$ cat src/rtl/pipeline_hazard_controller_pkg.sv
// rtl/pipeline_hazard_controller_pkg.sv - shared branch-type and hazard-state encodings
package pipeline_hazard_controller_pkg;

    typedef enum logic [1:0] {
        BT_NONE = 2'b00,
        BT_BEQ  = 2'b01,
        BT_BNE  = 2'b10,
        BT_BLTZ = 2'b11
    } branch_type_e;

    typedef enum logic [1:0] {
        ST_RUN   = 2'b00,
        ST_STALL = 2'b01,
        ST_DRAIN = 2'b10,
        ST_HALT  = 2'b11
    } hazard_state_e;

    // One counter serves both stall and drain, so size it for the longer of the two.
    function automatic int cnt_width(input int stall_cycles, input int drain_cycles);
        int m;
        m = (stall_cycles > drain_cycles) ? stall_cycles : drain_cycles;
        return (m < 1) ? 1 : $clog2(m + 1);
    endfunction

endpackage

$ cat src/rtl/pipeline_hazard_controller_bdu.sv
// rtl/pipeline_hazard_controller_bdu.sv - branch resolution from MEM-stage ALU flags
module Branch_Detection_Unit
    import pipeline_hazard_controller_pkg::*;
(
    input  logic [1:0] BranchType,
    input  logic       Zero,
    input  logic       Sign,
    output logic       Branch
);

    always_comb begin
        Branch = 1'b0;
        case (BranchType)
            BT_BEQ:  Branch = Zero;
            BT_BNE:  Branch = ~Zero;
            BT_BLTZ: Branch = Sign;
            default: Branch = 1'b0;
        endcase
    end

endmodule

$ cat src/rtl/pipeline_hazard_controller.sv
// rtl/pipeline_hazard_controller.sv - pipeline hazard sequencer: branch flush, load-use stall, halt drain
module pipeline_hazard_controller
    import pipeline_hazard_controller_pkg::*;
#(
    parameter int STALL_CYCLES = 1,
    parameter int DRAIN_CYCLES = 3,
    parameter int CNT_W        = 16
) (
    input  logic             CLK,
    input  logic             Reset,
    input  logic [4:0]       ID_rs,
    input  logic [4:0]       ID_rt,
    input  logic             ID_UsesRt,
    input  logic             ID_Halt,
    input  logic             EX_MemRead,
    input  logic [4:0]       EX_rt,
    input  logic [1:0]       MEM_BranchType,
    input  logic             MEM_Zero,
    input  logic             MEM_Sign,
    output logic             PCSrc,
    output logic             PC_Write,
    output logic             IFID_Write,
    output logic             IFID_Flush,
    output logic             IDEX_Flush,
    output logic             EXMEM_Flush,
    output logic             Halted,
    output logic [CNT_W-1:0] BranchCount,
    output logic [CNT_W-1:0] TakenCount
);

    localparam int CW = cnt_width(STALL_CYCLES, DRAIN_CYCLES);

    hazard_state_e    state_q, state_d;
    logic [CW-1:0]    cnt_q, cnt_d;
    logic [CNT_W-1:0] branch_count_q, taken_count_q;
    logic             branch;
    logic             load_use;

    Branch_Detection_Unit u_bdu (
        .BranchType (MEM_BranchType),
        .Zero       (MEM_Zero),
        .Sign       (MEM_Sign),
        .Branch     (branch)
    );

    assign load_use = EX_MemRead & (EX_rt != 5'd0) &
                      ((EX_rt == ID_rs) | (ID_UsesRt & (EX_rt == ID_rt)));

    always_comb begin
        state_d     = state_q;
        cnt_d       = cnt_q;
        PCSrc       = 1'b0;
        PC_Write    = 1'b1;
        IFID_Write  = 1'b1;
        IFID_Flush  = 1'b0;
        IDEX_Flush  = 1'b0;
        EXMEM_Flush = 1'b0;

        if (state_q == ST_HALT) begin
            PC_Write   = 1'b0;
            IFID_Write = 1'b0;
        end else if (branch) begin
            // Everything younger than MEM is wrong-path, including a pending HALT.
            PCSrc       = 1'b1;
            IFID_Flush  = 1'b1;
            IDEX_Flush  = 1'b1;
            EXMEM_Flush = 1'b1;
            state_d     = ST_RUN;
            cnt_d       = '0;
        end else begin
            case (state_q)
                ST_RUN: begin
                    if (load_use) begin
                        PC_Write   = 1'b0;
                        IFID_Write = 1'b0;
                        IDEX_Flush = 1'b1;
                        if (STALL_CYCLES > 1) begin
                            state_d = ST_STALL;
                            cnt_d   = CW'(STALL_CYCLES - 1);
                        end
                    end else if (ID_Halt) begin
                        PC_Write   = 1'b0;
                        IFID_Write = 1'b0;
                        state_d    = ST_DRAIN;
                        cnt_d      = CW'(DRAIN_CYCLES);
                    end
                end
                ST_STALL: begin
                    PC_Write   = 1'b0;
                    IFID_Write = 1'b0;
                    IDEX_Flush = 1'b1;
                    if (cnt_q == CW'(1)) begin
                        state_d = ST_RUN;
                        cnt_d   = '0;
                    end else begin
                        cnt_d = cnt_q - 1'b1;
                    end
                end
                ST_DRAIN: begin
                    PC_Write   = 1'b0;
                    IFID_Write = 1'b0;
                    IFID_Flush = 1'b1;
                    if (cnt_q == CW'(1)) begin
                        state_d = ST_HALT;
                        cnt_d   = '0;
                    end else begin
                        cnt_d = cnt_q - 1'b1;
                    end
                end
                default: state_d = ST_RUN;
            endcase
        end

        // Hold the pipeline fully quiet while reset is asserted.
        if (Reset) begin
            PCSrc       = 1'b0;
            PC_Write    = 1'b0;
            IFID_Write  = 1'b0;
            IFID_Flush  = 1'b0;
            IDEX_Flush  = 1'b0;
            EXMEM_Flush = 1'b0;
        end
    end

    always_ff @(posedge CLK or posedge Reset) begin
        if (Reset) begin
            state_q <= ST_RUN;
            cnt_q   <= '0;
        end else begin
            state_q <= state_d;
            cnt_q   <= cnt_d;
        end
    end

    always_ff @(posedge CLK or posedge Reset) begin
        if (Reset) begin
            branch_count_q <= '0;
            taken_count_q  <= '0;
        end else if (MEM_BranchType != BT_NONE) begin
            if (branch_count_q != '1) begin
                branch_count_q <= branch_count_q + 1'b1;
            end
            if (branch && (taken_count_q != '1)) begin
                taken_count_q <= taken_count_q + 1'b1;
            end
        end
    end

    assign Halted      = (state_q == ST_HALT);
    assign BranchCount = branch_count_q;
    assign TakenCount  = taken_count_q;

endmodule

$ cat config.mk
export PLATFORM = sky130hd
export DESIGN_NAME = pipeline_hazard_controller
export DESIGN_NICKNAME = d
export VERILOG_FILES = /design/src/rtl/pipeline_hazard_controller_pkg.sv /design/src/rtl/pipeline_hazard_controller_bdu.sv /design/src/rtl/pipeline_hazard_controller.sv
export SDC_FILE = /design/constraint.sdc
export NUM_CORES = 1
export LEC_CHECK = 0
export CORE_ASPECT_RATIO = 1.5
export CORE_MARGIN = 3
export CORE_UTILIZATION = 50
export DETAILED_ROUTE_END_ITERATION = 8
export GPL_TIMING_DRIVEN = 0
export PLACE_DENSITY_LB_ADDON = 0.15
export SLEW_MARGIN = 20
export SYNTH_ARGS = -nofsm -noshare
export SYNTH_HDL_FRONTEND = slang
export SYNTH_SLANG_ARGS = --single-unit
$ cat constraint.sdc
create_clock -name CLK -period 6.6 [get_ports CLK]
set_clock_uncertainty 0.05 [all_clocks]
set_input_delay 1.98 -clock CLK [delete_from_list [all_inputs] [get_ports CLK]]
set_output_delay 1.98 -clock CLK [all_outputs]
set_load 0.1 [all_outputs]
[Word-level counts from Yosys, hierarchy flattened]
Cells that the tools add are included.
Storage, ports and cells
  input port bits: 24
  register bits: 36
  logic and storage cells: 68
  output and inout bits: 39
Cells by class
  bitwise operators: 6
  mux-type cells: 30
  equality and inequality tests: 15
  reduce and logical (&&, ||, !) cells: 10
  add/sub/neg operators: 3
Operators by type and width (number)
  adder 16 x 1 -> 16 bit (second input constant): 2
  != test 16 bit (second input constant): 2
  two-way mux 2 bit: 9
  two-way mux 1 bit: 16
  != test 3 bit (second input constant): 4
  equality test 5 bit: 2
  equality test 2 bit (second input constant): 4
  equality test 2 x 1 -> 1 bit (second input constant): 3
  one-hot mux 2 bit (3 select lines): 1
  AND reduction 5 bit: 1
  nonzero test 5 bit: 1
  one-hot mux 1 bit (2 select lines): 2
  one-hot mux 2 bit (2 select lines): 1
  AND reduction 2 bit: 2
  AND reduction 4 bit: 1
  bitwise AND 1 bit: 3
  one-hot mux 1 bit (3 select lines): 1
  nonzero test 3 bit: 1
  logical NOT 2 bit: 1
  inverter 1 bit: 2
  nonzero test 2 bit: 1
  OR reduction 2 bit: 1
  subtractor 2 x 1 -> 2 bit (second input constant): 1
  logical AND 1 bit: 1
  bitwise OR 1 bit: 1

[Depth between registers and ports, before layout]
Gate-level depths: netlist (run 1).
  depth after elaboration: 9
  gate-level depth with buffers: 7
  depth with buffers taken out: 7

[Hierarchy]
Synthesis (run 1) repeated with hierarchy kept, for this count alone.
Second synthesis, totals
  cell total of the unflattened synthesis: 215
  area total of the unflattened synthesis: 2124.5 µm²
By module, submodules not included
  pipeline_hazard_controller: cells each 212, sequential area each 900.9 µm², area an instance 2104.5 µm², instances 1
  Branch_Detection_Unit: cells each 3, sequential area each 0.0 µm², area an instance 20.0 µm², instances 1

[Worst setup path after synthesis (run 1)]
OpenSTA, ideal clock, no wires.
  path kind: input-to-output
  from: input port EX_rt[1]
  to: output port PC_Write
  arrival time: 5.796 ns
  required time: 4.570 ns
  slack: -1.226 ns
  buffers on the path: 1
  stages on the path: 6
  cells stage by stage: or4_4 o21ai_2 nor2_1 o22a_1 a211oi_1 buf_4
On the way
  longest elaborated chain between the ends: 9
  elaborated cells between the ends (all ways): 12
  those cells by class: eq/ne: 2; mux: 5; bitwise: 4; reduce/logical: 1
Ends and longest elaborated chain
  from (decl): line pipeline_hazard_controller.sv:16  | input logic [4:0] EX_rt,
  equality test 5 bit: line pipeline_hazard_controller.sv:47  | ((EX_rt == ID_rs) | (ID_UsesRt & (EX_rt == ID_rt)));
  bitwise AND 1 bit: line pipeline_hazard_controller.sv:47
  bitwise OR 1 bit: line pipeline_hazard_controller.sv:47
  bitwise AND 1 bit (*): line pipeline_hazard_controller.sv:46  | assign load_use = EX_MemRead & (EX_rt != 5'd0) &
  two-way mux 1 bit (*)
  one-hot mux 1 bit (2 select lines) (*)
  two-way mux 1 bit (*) (3 in series)
  to (decl): line pipeline_hazard_controller.sv:21  | output logic PC_Write,
Mark *: on every way between the ends. The rest lies on a longest branch, timed or not.

[Worst setup path in the final report (run 1)]
  from: input port MEM_BranchType[0]
  to: output port EXMEM_Flush
On the way
  longest elaborated chain between the ends: 5
  elaborated cells between the ends (all ways): 7
  those cells by class: eq/ne: 3; mux: 4
Ends and longest elaborated chain
  from (decl): line pipeline_hazard_controller.sv:17  | input logic [1:0] MEM_BranchType,
  equality test 2 bit / equality test 2 x 1 -> 1 bit (equally long branches): line pipeline_hazard_controller_bdu.sv:13  | case (BranchType)
  one-hot mux 1 bit (3 select lines) (*): line pipeline_hazard_controller_bdu.sv:13
  two-way mux 1 bit (*): line pipeline_hazard_controller.sv:62  | end else if (branch) begin
  two-way mux 1 bit (*): line pipeline_hazard_controller.sv:59  | if (state_q == ST_HALT) begin
  two-way mux 1 bit (*): line pipeline_hazard_controller.sv:115  | if (Reset) begin
  to (decl): line pipeline_hazard_controller.sv:25  | output logic EXMEM_Flush,
Marked as above.

==> results of run 1 <==
flip-flops by register name (all words and copies together), names as in the netlist:
| register | cells |
|---|---|
| BranchCount | 16 |
| cnt_q | 2 |
| state_q | 2 |
| TakenCount | 16 |
area by class of cell:
| class | instances | area [um2] |
|---|---|---|
| fill | 297 | 961 |
| clock buffer | 5 | 68.8 |
| multi-input combinational | 150 | 1050 |
| sequential | 36 | 901 |
| timing repair buffer | 62 | 619 |
| inverter | 8 | 30.0 |
| clock inverter | 3 | 42.5 |
| buffer | 3 | 22.5 |
| tap | 43 | 53.8 |
worst paths after layout:
path	startpoint	to	slack (ns)
hold reg to reg	TakenCount[8]	TakenCount[8]	0.44
setup reg to reg	BranchCount[0]	BranchCount[10]	4.51
min in group asynchronous	Reset	state_q[0]	2.24
max in group asynchronous	Reset	TakenCount[3]	3.78
hold / removal	TakenCount[8]	TakenCount[8]	0.44
setup / recovery	MEM_BranchType[0]	EXMEM_Flush	0.16
repair_timing:
item                       CTS  global route
hold buffers                 0             0
setup buffers                0             0
gates resized for setup      6             4
cloned                       0             0
setup endpoints to repair    3             3
per-layer routing:
metal  up-vias  part of all wire (%)
met5         -                     0
met4         0                   1.3
met3         5                   5.0
met2        49                    55
met1       830                    39
li1        831                     -
worst reg2reg max path, stage by stage, from the launching register on:
cell,delay (ns)
sky130_fd_sc_hd__dfrtp_1,0.45
sky130_fd_sc_hd__ha_1,0.20
sky130_fd_sc_hd__and3_1,0.21
sky130_fd_sc_hd__nand3_1,0.13
sky130_fd_sc_hd__nor3_1,0.39
sky130_fd_sc_hd__nor2_1,0.17
sky130_fd_sc_hd__and4_1,0.25
sky130_fd_sc_hd__xor2_1,0.14
through the flow:
| step | setup WS (ns) | util, % |
|---|---|---|
| after CTS | 0.0538 | 74.3 |
| after detailed placement | -0.395 | 71.4 |
| after global placement | -0.372 | 71.4 |
| after floorplan | -0.148 | - |
| after global routing | 0.0585 | 74.4 |
| final | 0.155 | 74.4 |
cell families after synthesis:
kind of cell / count (synthesis)
simple gates: 82
compound gates: 19
flops: 36
fa+ha+maj: 8
buf+inv: 11
mux: 4
xor+xnor: 37
power breakdown:
| part | leakage, uW | total [uW] | switching, uW | internal [uW] |
|---|---|---|---|---|
| sequential | 0.000468 | 342 | 68.9 | 273 |
| combinational | 0.000727 | 664 | 482 | 182 |
| clock | 0.0000541 | 192 | 80.1 | 112 |
cells in the final DEF, fill, tap and decap left out, drive strengths merged, types with 2 or more instances in the layout:
| cell | netlist | layout |
|---|---|---|
| dfrtp | 36 | 36 |
| nor3b | 2 | 2 |
| nand3 | 15 | 15 |
| inv | 8 | 8 |
| ha | 8 | 8 |
| a211oi | 3 | 3 |
| clkbuf | 0 | 6 |
| clkdlybuf4s50 | 0 | 57 |
| xor2 | 18 | 18 |
| dlymetal6s2s | 0 | 2 |
| nand2 | 17 | 17 |
| nor3 | 7 | 7 |
| nand4 | 7 | 7 |
| and4 | 4 | 4 |
| o22a | 2 | 2 |
| buf | 3 | 4 |
| o21ai | 4 | 4 |
| mux2 | 3 | 3 |
| nor2 | 18 | 18 |
| xnor2 | 19 | 19 |
| or4 | 3 | 3 |
| a21oi | 3 | 3 |
| and3 | 3 | 3 |
==> tab_implementation.tex, run 1 <==
\begin{tabular}{lr}
\hline
Metric & Value \\
\hline
\multicolumn{2}{l}{\textbf{Logic synthesis}} \\
\quad Area of the mapped netlist & a little under 2000 um2 \\
\quad Part of the Yosys area used for sequential elements & 45.3\% \\
\quad Most instantiated cells after synthesis & sky130\_fd\_sc\_hd\_\_dfrtp\_1, sky130\_fd\_sc\_hd\_\_xnor2\_1, sky130\_fd\_sc\_hd\_\_nor2\_1, sky130\_fd\_sc\_hd\_\_xor2\_1, sky130\_fd\_sc\_hd\_\_nand2\_1 \\
\quad Mean instance size in the synthesized netlist & $\sim$10 um2 \\
\quad Cell count after synthesis & about 200 \\
\quad Number of register bits inferred by synthesis & 36 \\
\quad Simple-gate share of the synthesized area & 21.4\% \\
\quad Top flip-flop cell by instance count after synthesis & sky130\_fd\_sc\_hd\_\_dfrtp\_1 \\
\quad Count of different cell masters after synthesis & 36 \\
\quad Main combinational cell family by area after synthesis & simple AND/OR/NAND/NOR gates \\
\quad Most frequently used cell type in the post-synthesis netlist & sky130\_fd\_sc\_hd\_\_dfrtp\_1 \\
\quad Dominant cells by area after synthesis & sky130\_fd\_sc\_hd\_\_dfrtp\_1, sky130\_fd\_sc\_hd\_\_xnor2\_1, sky130\_fd\_sc\_hd\_\_xor2\_1 \\
\quad Count of yosys warnings during synthesis & 0 \\
\quad Share of cell area taken by muxes after synthesis & 2.20\% \\
\quad Share of synthesized flip-flops with an asynchronous set or reset & between 90\% and 100\% \\
\quad Top cell type by total area after synthesis & sky130\_fd\_sc\_hd\_\_dfrtp\_1 \\
\quad Adder-cell share of the synthesized area & between 5 and 6\% \\
\quad Fraction of the mapped netlist area in compound gates & approximately 7\% \\
\quad Xor/xnor share of the synthesized area & 16.3\% \\
\quad Number of synthesized flops with an enable pin & 0 \\
\quad Syn Nets & 229 \\
\quad Proportion of netlist area held by the largest area contributor & between 40\% and 50\% \\
\multicolumn{2}{l}{\textbf{Die}} \\
\quad Die area & 4790 um2 \\
\quad Boundary Pins & 63 \\
\quad Core Rows & 27 \\
\quad Starting utilization of the core area & roughly 53\% \\
\quad Std-Cell Core Area & approximately 3700 um2 \\
\quad Die Y & approximately 83 um \\
\quad X dimension of the die & about 58 um \\
\multicolumn{2}{l}{\textbf{Placed design}} \\
\quad Post-placement cell area & around 2700 um2 \\
\quad Count of input and output buffers & 62 \\
\quad Total half-perimeter wirelength after legalization and detailed placement & $\sim$3300 um \\
\quad Post-placement cell count & around 300 \\
\quad RD Place Congestion & slightly above 0.8 \\
\multicolumn{2}{l}{\textbf{Clocking}} \\
\quad Clock insertion delay at the later pin of the skew report & around 0.28 ns \\
\quad TritonCTS sink count & 36 \\
\quad Worst-path clk slew & around 0.070 ns \\
\quad Cell chosen for the clock root & sky130\_fd\_sc\_hd\_\_clkbuf\_8 \\
\quad CTS tree & done \\
\quad Deepest clock path buffer count & 2 \\
\quad Number of H-tree levels & 2 \\
\quad Number of buffers created by CTS & 5 \\
\multicolumn{2}{l}{\textbf{Detailed routing}} \\
\quad Wire length per cell & between 10 and 15 um \\
\quad Detailed-route vias per instance & 5.53 \\
\quad Initial DRC count & 36 \\
\quad Number of remaining DRC errors & 0 \\
\quad Detailed Route WL & 4190 um \\
\quad Antenna viol nets, final & 0 \\
\quad Total number of vias & about 1700 \\
\quad Length of the first detailed-routing pass in iterations & 4 \\
\multicolumn{2}{l}{\textbf{Run}} \\
\quad Max\_cap viols & 0 \\
\multicolumn{2}{l}{\textbf{Setup path}} \\
\quad Most frequent cell on the critical path & sky130\_fd\_sc\_hd\_\_clkdlybuf4s50\_1 \\
\quad Cell count of the worst reg-to-reg path & 7 \\
\quad Buffers plus inverters on the worst setup path & 2 \\
\quad Critical path depth & 5 \\
\quad Largest delay share family, worst path & buffers and inverters \\
\quad CP Cell Sequence & clkdlybuf4s50\_1, nand2b\_1, o221ai\_1, nor3\_2, clkdlybuf4s50\_1 \\
\quad Arr. time, crit path & approximately 4.4 ns \\
\quad CP Launch Type & input pin \\
\quad Critical path's largest stage delay & 1.17 ns \\
\quad Class of the most critical setup path & input pin to output pin \\
\quad Data required time at the worst endpoint & approximately 4.6 ns \\
\quad CP max FO & 7 \\
\quad Slowest stage cell, crit path & sky130\_fd\_sc\_hd\_\_clkdlybuf4s50\_1 \\
\quad CP Capture Type & output pin \\
\multicolumn{2}{l}{\textbf{GRT}} \\
\quad Number of antenna violations at the first check in global routing & 0 \\
\quad Global Route met2 Usage & a little over a third \\
\quad GRT Overall Usage & a little under a fifth \\
\quad First-pass GRT wire length & just over 7000 um \\
\quad Layer carrying the most global-route usage & met2 \\
\quad Grt met1 use & $\sim$19\% \\
\quad Vias in the first global route & 1736 \\
\quad Final global-route overflow total & 0 \\
\quad Maximum number of pins on one net before global-route repair & 37 \\
\quad Met3 layer usage reported by global route & 3.42\% \\
\multicolumn{2}{l}{\textbf{Final layout}} \\
\quad Fin cells & 310 \\
\quad Layout cells sized above 1 & 9.74\% \\
\quad \# nets final & 298 \\
\quad Final instance area & 2790 um2 \\
\quad Antenna Cells & 0 \\
\quad Layout-stage area growth over the synthesis result & 40.2\% \\
\multicolumn{2}{l}{\textbf{Timing}} \\
\quad Worst Hold Slack & between 0.4 and 0.5 ns \\
\quad Final Hold Vio Count & 0 \\
\quad RSZ-0062 raised after global routing & no \\
\quad Final max-slew violation count & 0 \\
\quad Summed negative setup slack over all endpoints & 0 ns \\
\quad Fraction of the cycle the final worst path needs & between 90\% and 100\% \\
\quad Worst rel slew slack & between 30\% and 40\% \\
\quad Measured slew at the worst slew-check pin & 0.984 ns \\
\quad Timing-limited maximum frequency & approximately 160 MHz \\
\quad Minimum period implied by the final worst setup slack & approximately 6.4 ns \\
\quad Final count of negative-setup-slack endpoints & 0 \\
\multicolumn{2}{l}{\textbf{Outcome}} \\
\quad Outcome & finished clean \\
\multicolumn{2}{l}{\textbf{Hold path}} \\
\quad Worst Hold Class & register to register \\
\quad Worst Hold Depth & 1 \\
\multicolumn{2}{l}{\textbf{Power and ir drop}} \\
\quad Maximum VDD drop & 0.000379 V \\
\quad Power Density & around 430 nW/um2 \\
\quad Total chip power & $\sim$1200 uW \\
\quad Leak pwr & between 0.001 and 0.0015 uW \\
\hline
\end{tabular}
Note: power is estimated with default switching activity, not from simulation.
==> inputs of run 2 (changes only) <==
--- a/config.mk
+++ b/config.mk
@@ -11,7 +11,6 @@
 export DETAILED_ROUTE_END_ITERATION = 8
 export GPL_TIMING_DRIVEN = 0
 export PLACE_DENSITY_LB_ADDON = 0.15
-export SLEW_MARGIN = 20
 export SYNTH_ARGS = -nofsm -noshare
 export SYNTH_HDL_FRONTEND = slang
 export SYNTH_SLANG_ARGS = --single-unit
==> run 2 against run 1 <==
  * Count of clock-buffer cells in the layout stayed put
  * Worst setup slack better by 0.040 ns
  * Global-route usage up 0.69 points
  * Clock power about the same
  * Non-clock buffer count increased by 1
  * Die area did not move
  * Via count hardly changed
  * Fmax grew 0.62%
  * Sequential power barely moved
  * Utilization grew 0.57 points
  * Register-to-register slack gained 0.03 ns
  * Final cell count up 0.32%
  * Critical endpoint unchanged
==> tab_implementation.tex, run 2 (synthesis gave the netlist of run 1 again) <==
\begin{tabular}{lr}
\hline
Metric & Value \\
\hline
\multicolumn{2}{l}{\textbf{Die}} \\
\quad Die area & 4790 um2 (unchanged) \\
\quad Starting utilization of the core area & 53.1\% (unchanged) \\
\quad Std-Cell Core Area & 3750 um2 (unchanged) \\
\quad Boundary Pins & 63 (unchanged) \\
\quad Die Y & 83.3 um (unchanged) \\
\quad X dimension of the die & 57.5 um (unchanged) \\
\quad Core Rows & 27 (unchanged) \\
\multicolumn{2}{l}{\textbf{Detailed routing}} \\
\quad Detailed Route WL & 4260 um (was 4190 um) \\
\quad Detailed-route vias per instance & 5.51 (was 5.53) \\
\quad Antenna viol nets, final & 0 (unchanged) \\
\quad Initial DRC count & 30 (was 36) \\
\quad Total number of vias & 1714 (was 1715) \\
\quad Number of remaining DRC errors & 0 (unchanged) \\
\quad Length of the first detailed-routing pass in iterations & 4 (unchanged) \\
\quad Wire length per cell & 13.7 um (was 13.5 um) \\
\multicolumn{2}{l}{\textbf{Setup path}} \\
\quad Slowest stage cell, crit path & sky130\_fd\_sc\_hd\_\_clkdlybuf4s50\_1 (unchanged) \\
\quad Buffers plus inverters on the worst setup path & 2 (unchanged) \\
\quad CP max FO & 7 (unchanged) \\
\quad Critical path's largest stage delay & 1.17 ns (about the same) \\
\quad Class of the most critical setup path & input pin to output pin (unchanged) \\
\quad CP Cell Sequence & clkdlybuf4s50\_1, nand2b\_1, o221ai\_1, nor3\_2, clkdlybuf4s50\_1 (unchanged) \\
\quad Arr. time, crit path & 4.37 ns (was 4.41 ns) \\
\quad CP Capture Type & output pin (unchanged) \\
\quad Largest delay share family, worst path & buffers and inverters (unchanged) \\
\quad CP Launch Type & input pin (unchanged) \\
\quad Data required time at the worst endpoint & 4.57 ns (about the same) \\
\quad Most frequent cell on the critical path & sky130\_fd\_sc\_hd\_\_clkdlybuf4s50\_1 (unchanged) \\
\multicolumn{2}{l}{\textbf{Clocking}} \\
\quad Hold-fix buffer count after cts & 0 (unchanged) \\
\quad Number of H-tree levels & 2 (unchanged) \\
\quad Worst-path clk slew & 0.08 ns (was 0.07 ns) \\
\quad Number of buffers created by CTS & 5 (unchanged) \\
\quad Deepest clock path buffer count & 2 (unchanged) \\
\quad Cell chosen for the clock root & sky130\_fd\_sc\_hd\_\_clkbuf\_8 (unchanged) \\
\quad CTS tree & done (unchanged) \\
\quad Clock insertion delay at the later pin of the skew report & 0.28 ns (about the same) \\
\quad Post CTS Setup Buffer Count & 0 (unchanged) \\
\quad TritonCTS sink count & 36 (unchanged) \\
\multicolumn{2}{l}{\textbf{Final layout}} \\
\quad Antenna Cells & 0 (unchanged) \\
\quad \# nets final & 299 (was 298) \\
\quad Leading cell type in the layout, fill and taps excluded & sky130\_fd\_sc\_hd\_\_clkdlybuf4s50\_1 (unchanged) \\
\quad FILL cells & 290 (was 297) \\
\quad Share of the core filled with cells in the final layout & 74.9\% (was 74.4\%) \\
\quad Fin cells & 311 (was 310) \\
\quad Layout-stage area growth over the synthesis result & 41.3\% (was 40.2\%) \\
\quad Layout cells sized above 1 & 9.70\% (was 9.74\%) \\
\quad Highest-count cells in the layout ignoring fill and taps & sky130\_fd\_sc\_hd\_\_clkdlybuf4s50\_1, sky130\_fd\_sc\_hd\_\_dfrtp\_1, sky130\_fd\_sc\_hd\_\_xnor2\_1, sky130\_fd\_sc\_hd\_\_nor2\_1, sky130\_fd\_sc\_hd\_\_xor2\_1 (unchanged) \\
\multicolumn{2}{l}{\textbf{Outcome}} \\
\quad Outcome & finished clean (unchanged) \\
\multicolumn{2}{l}{\textbf{Placed design}} \\
\quad Post-placement cell count & 303 (was 302) \\
\quad Total half-perimeter wirelength after legalization and detailed placement & 3420 um (was 3320 um) \\
\quad Count of input and output buffers & 62 (unchanged) \\
\quad RD Place Congestion & 0.812 (unchanged) \\
\multicolumn{2}{l}{\textbf{Power and ir drop}} \\
\quad Internal Pwr Total & 568 uW (was 566 uW) \\
\quad Maximum VDD drop & 0.000394 V (was 0.000379 V) \\
\quad Psw & 636 uW (was 631 uW) \\
\quad Part of the total power dissipated in the clock network & 15.9\% (was 16.0\%) \\
\quad Fraction of power consumed by combinational cells & 55.5\% (about the same) \\
\quad Switching Fraction & 52.8\% (was 52.7\%) \\
\quad Power Density & 428 nW/um2 (was 429 nW/um2) \\
\quad Leak pwr & 0.00126 uW (was 0.00125 uW) \\
\quad Sequential share of power & 28.6\% (was 28.5\%) \\
\multicolumn{2}{l}{\textbf{GRT}} \\
\quad First-pass GRT wire length & 7430 um (was 7220 um) \\
\quad Number of antenna violations at the first check in global routing & 0 (unchanged) \\
\quad Maximum number of pins on one net before global-route repair & 24 (was 37) \\
\quad Final global-route overflow total & 0 (unchanged) \\
\quad GRT Overall Usage & 19.1\% (was 18.4\%) \\
\quad Vias in the first global route & 1754 (was 1736) \\
\multicolumn{2}{l}{\textbf{Timing}} \\
\quad Final count of negative-setup-slack endpoints & 0 (unchanged) \\
\quad Measured slew at the worst slew-check pin & 0.981 ns (was 0.984 ns) \\
\quad Timing-limited maximum frequency & 156 MHz (was 155 MHz) \\
\quad Final max-slew violation count & 0 (unchanged) \\
\quad Worst rel slew slack & 34.4\% (was 34.2\%) \\
\quad Summed negative setup slack over all endpoints & 0 ns (unchanged) \\
\quad Minimum period implied by the final worst setup slack & 6.40 ns (was 6.44 ns) \\
\quad Final Hold Vio Count & 0 (unchanged) \\
\quad RSZ-0062 raised after global routing & no (unchanged) \\
\quad Fraction of the cycle the final worst path needs & 97.0\% (was 97.6\%) \\
\multicolumn{2}{l}{\textbf{Run}} \\
\quad Max\_cap viols & 0 (unchanged) \\
\multicolumn{2}{l}{\textbf{Hold path}} \\
\quad Worst Hold Class & register to register (unchanged) \\
\hline
\end{tabular}
-- run 2: changes by cell type in the layout (fill, tap and decap cells not counted) --
cell | previous run | this run
sky130_fd_sc_hd__buf_16 | 0 | 1
sky130_fd_sc_hd__inv_2 | 1 | 0
sky130_fd_sc_hd__inv_1 | 7 | 8
sky130_fd_sc_hd__clkdlybuf4s15_2 | 1 | 0
sky130_fd_sc_hd__clkbuf_2 | 1 | 2
-- run 2: final timing paths --
| kind | from | endpoint | slack [ns] | cells past startpoint |
|---|---|---|---|---|
| min in group asynchronous | Reset | TakenCount[4] | 2.19 | 2 |
| max in group asynchronous | Reset | TakenCount[12] | 3.78 | 3 |
| hold / removal | TakenCount[8] | TakenCount[8] | 0.44 | 1 |
| setup / recovery | MEM_BranchType[0] | EXMEM_Flush | 0.20 | 5 |
| setup reg to reg | BranchCount[0] | BranchCount[10] | 4.54 | 7 |
| hold reg to reg | TakenCount[8] | TakenCount[8] | 0.44 | 1 |
-- run 2: area by class of cell --
cell class	instances	area (um2)	area share [%]
well taps	43	53.8	1.91
clock buffers	5	68.8	2.45
flip-flops and latches	36	901	32.1
inverters	8	30.0	1.07
plain buffers	3	22.5	0.801
clock inverters	3	42.5	1.51
repair buffers	63	641	22.8
multi-input cells	150	1050	37.4
-- run 2: timing repair --
action	in CTS	in global routing
cloned	0	0
endpoints found under the setup margin	3	4
gates resized for setup	5	5
-- run 2: worst register-to-register path, stage by stage, from the launching register on --
cell	delay, ns
sky130_fd_sc_hd__dfrtp_1	0.46
sky130_fd_sc_hd__ha_1	0.21
sky130_fd_sc_hd__and3_1	0.21
sky130_fd_sc_hd__nand3_1	0.13
sky130_fd_sc_hd__nor3_1	0.35
sky130_fd_sc_hd__nor2_1	0.15
sky130_fd_sc_hd__and4_1	0.24
sky130_fd_sc_hd__xor2_1	0.14
-- run 2: routing by layer --
layer	vias to the layer above	wire, um	GRT usage (%)	part of all wire, %
met2	48	2360	36.2	55
met5	-	0	0	0
met3	7	216	3.11	5.1
li1	830	-	-	-
met1	829	1620	20.3	38
met4	0	60	6.54	1.4
-- run 2: metrics by stage --
stage | hold WS [ns] | instance area, um2 | setup slack [ns] | total power (uW)
floorplan | 0.458 | 2000 | -0.148 | 850
global placement | 0.425 | 2680 | -0.372 | 1010
detailed placement | 0.432 | 2710 | -0.389 | 1020
CTS | 0.446 | 2810 | 0.00587 | 1210
global route | 0.459 | 2810 | 0.0440 | 1260
finish | 0.439 | 2810 | 0.195 | 1200
-- run 2: power groups by stage --
| stage | logic, uW | registers (uW) | clock network (uW) |
|---|---|---|---|
| after detailed placement | 674 | 346 | 0 |
| after floorplan | 220 | 629 | 0 |
| after CTS | 676 | 343 | 195 |
| final | 669 | 344 | 192 |
| after global placement | 661 | 345 | 0 |
| after global routing | 700 | 354 | 203 |
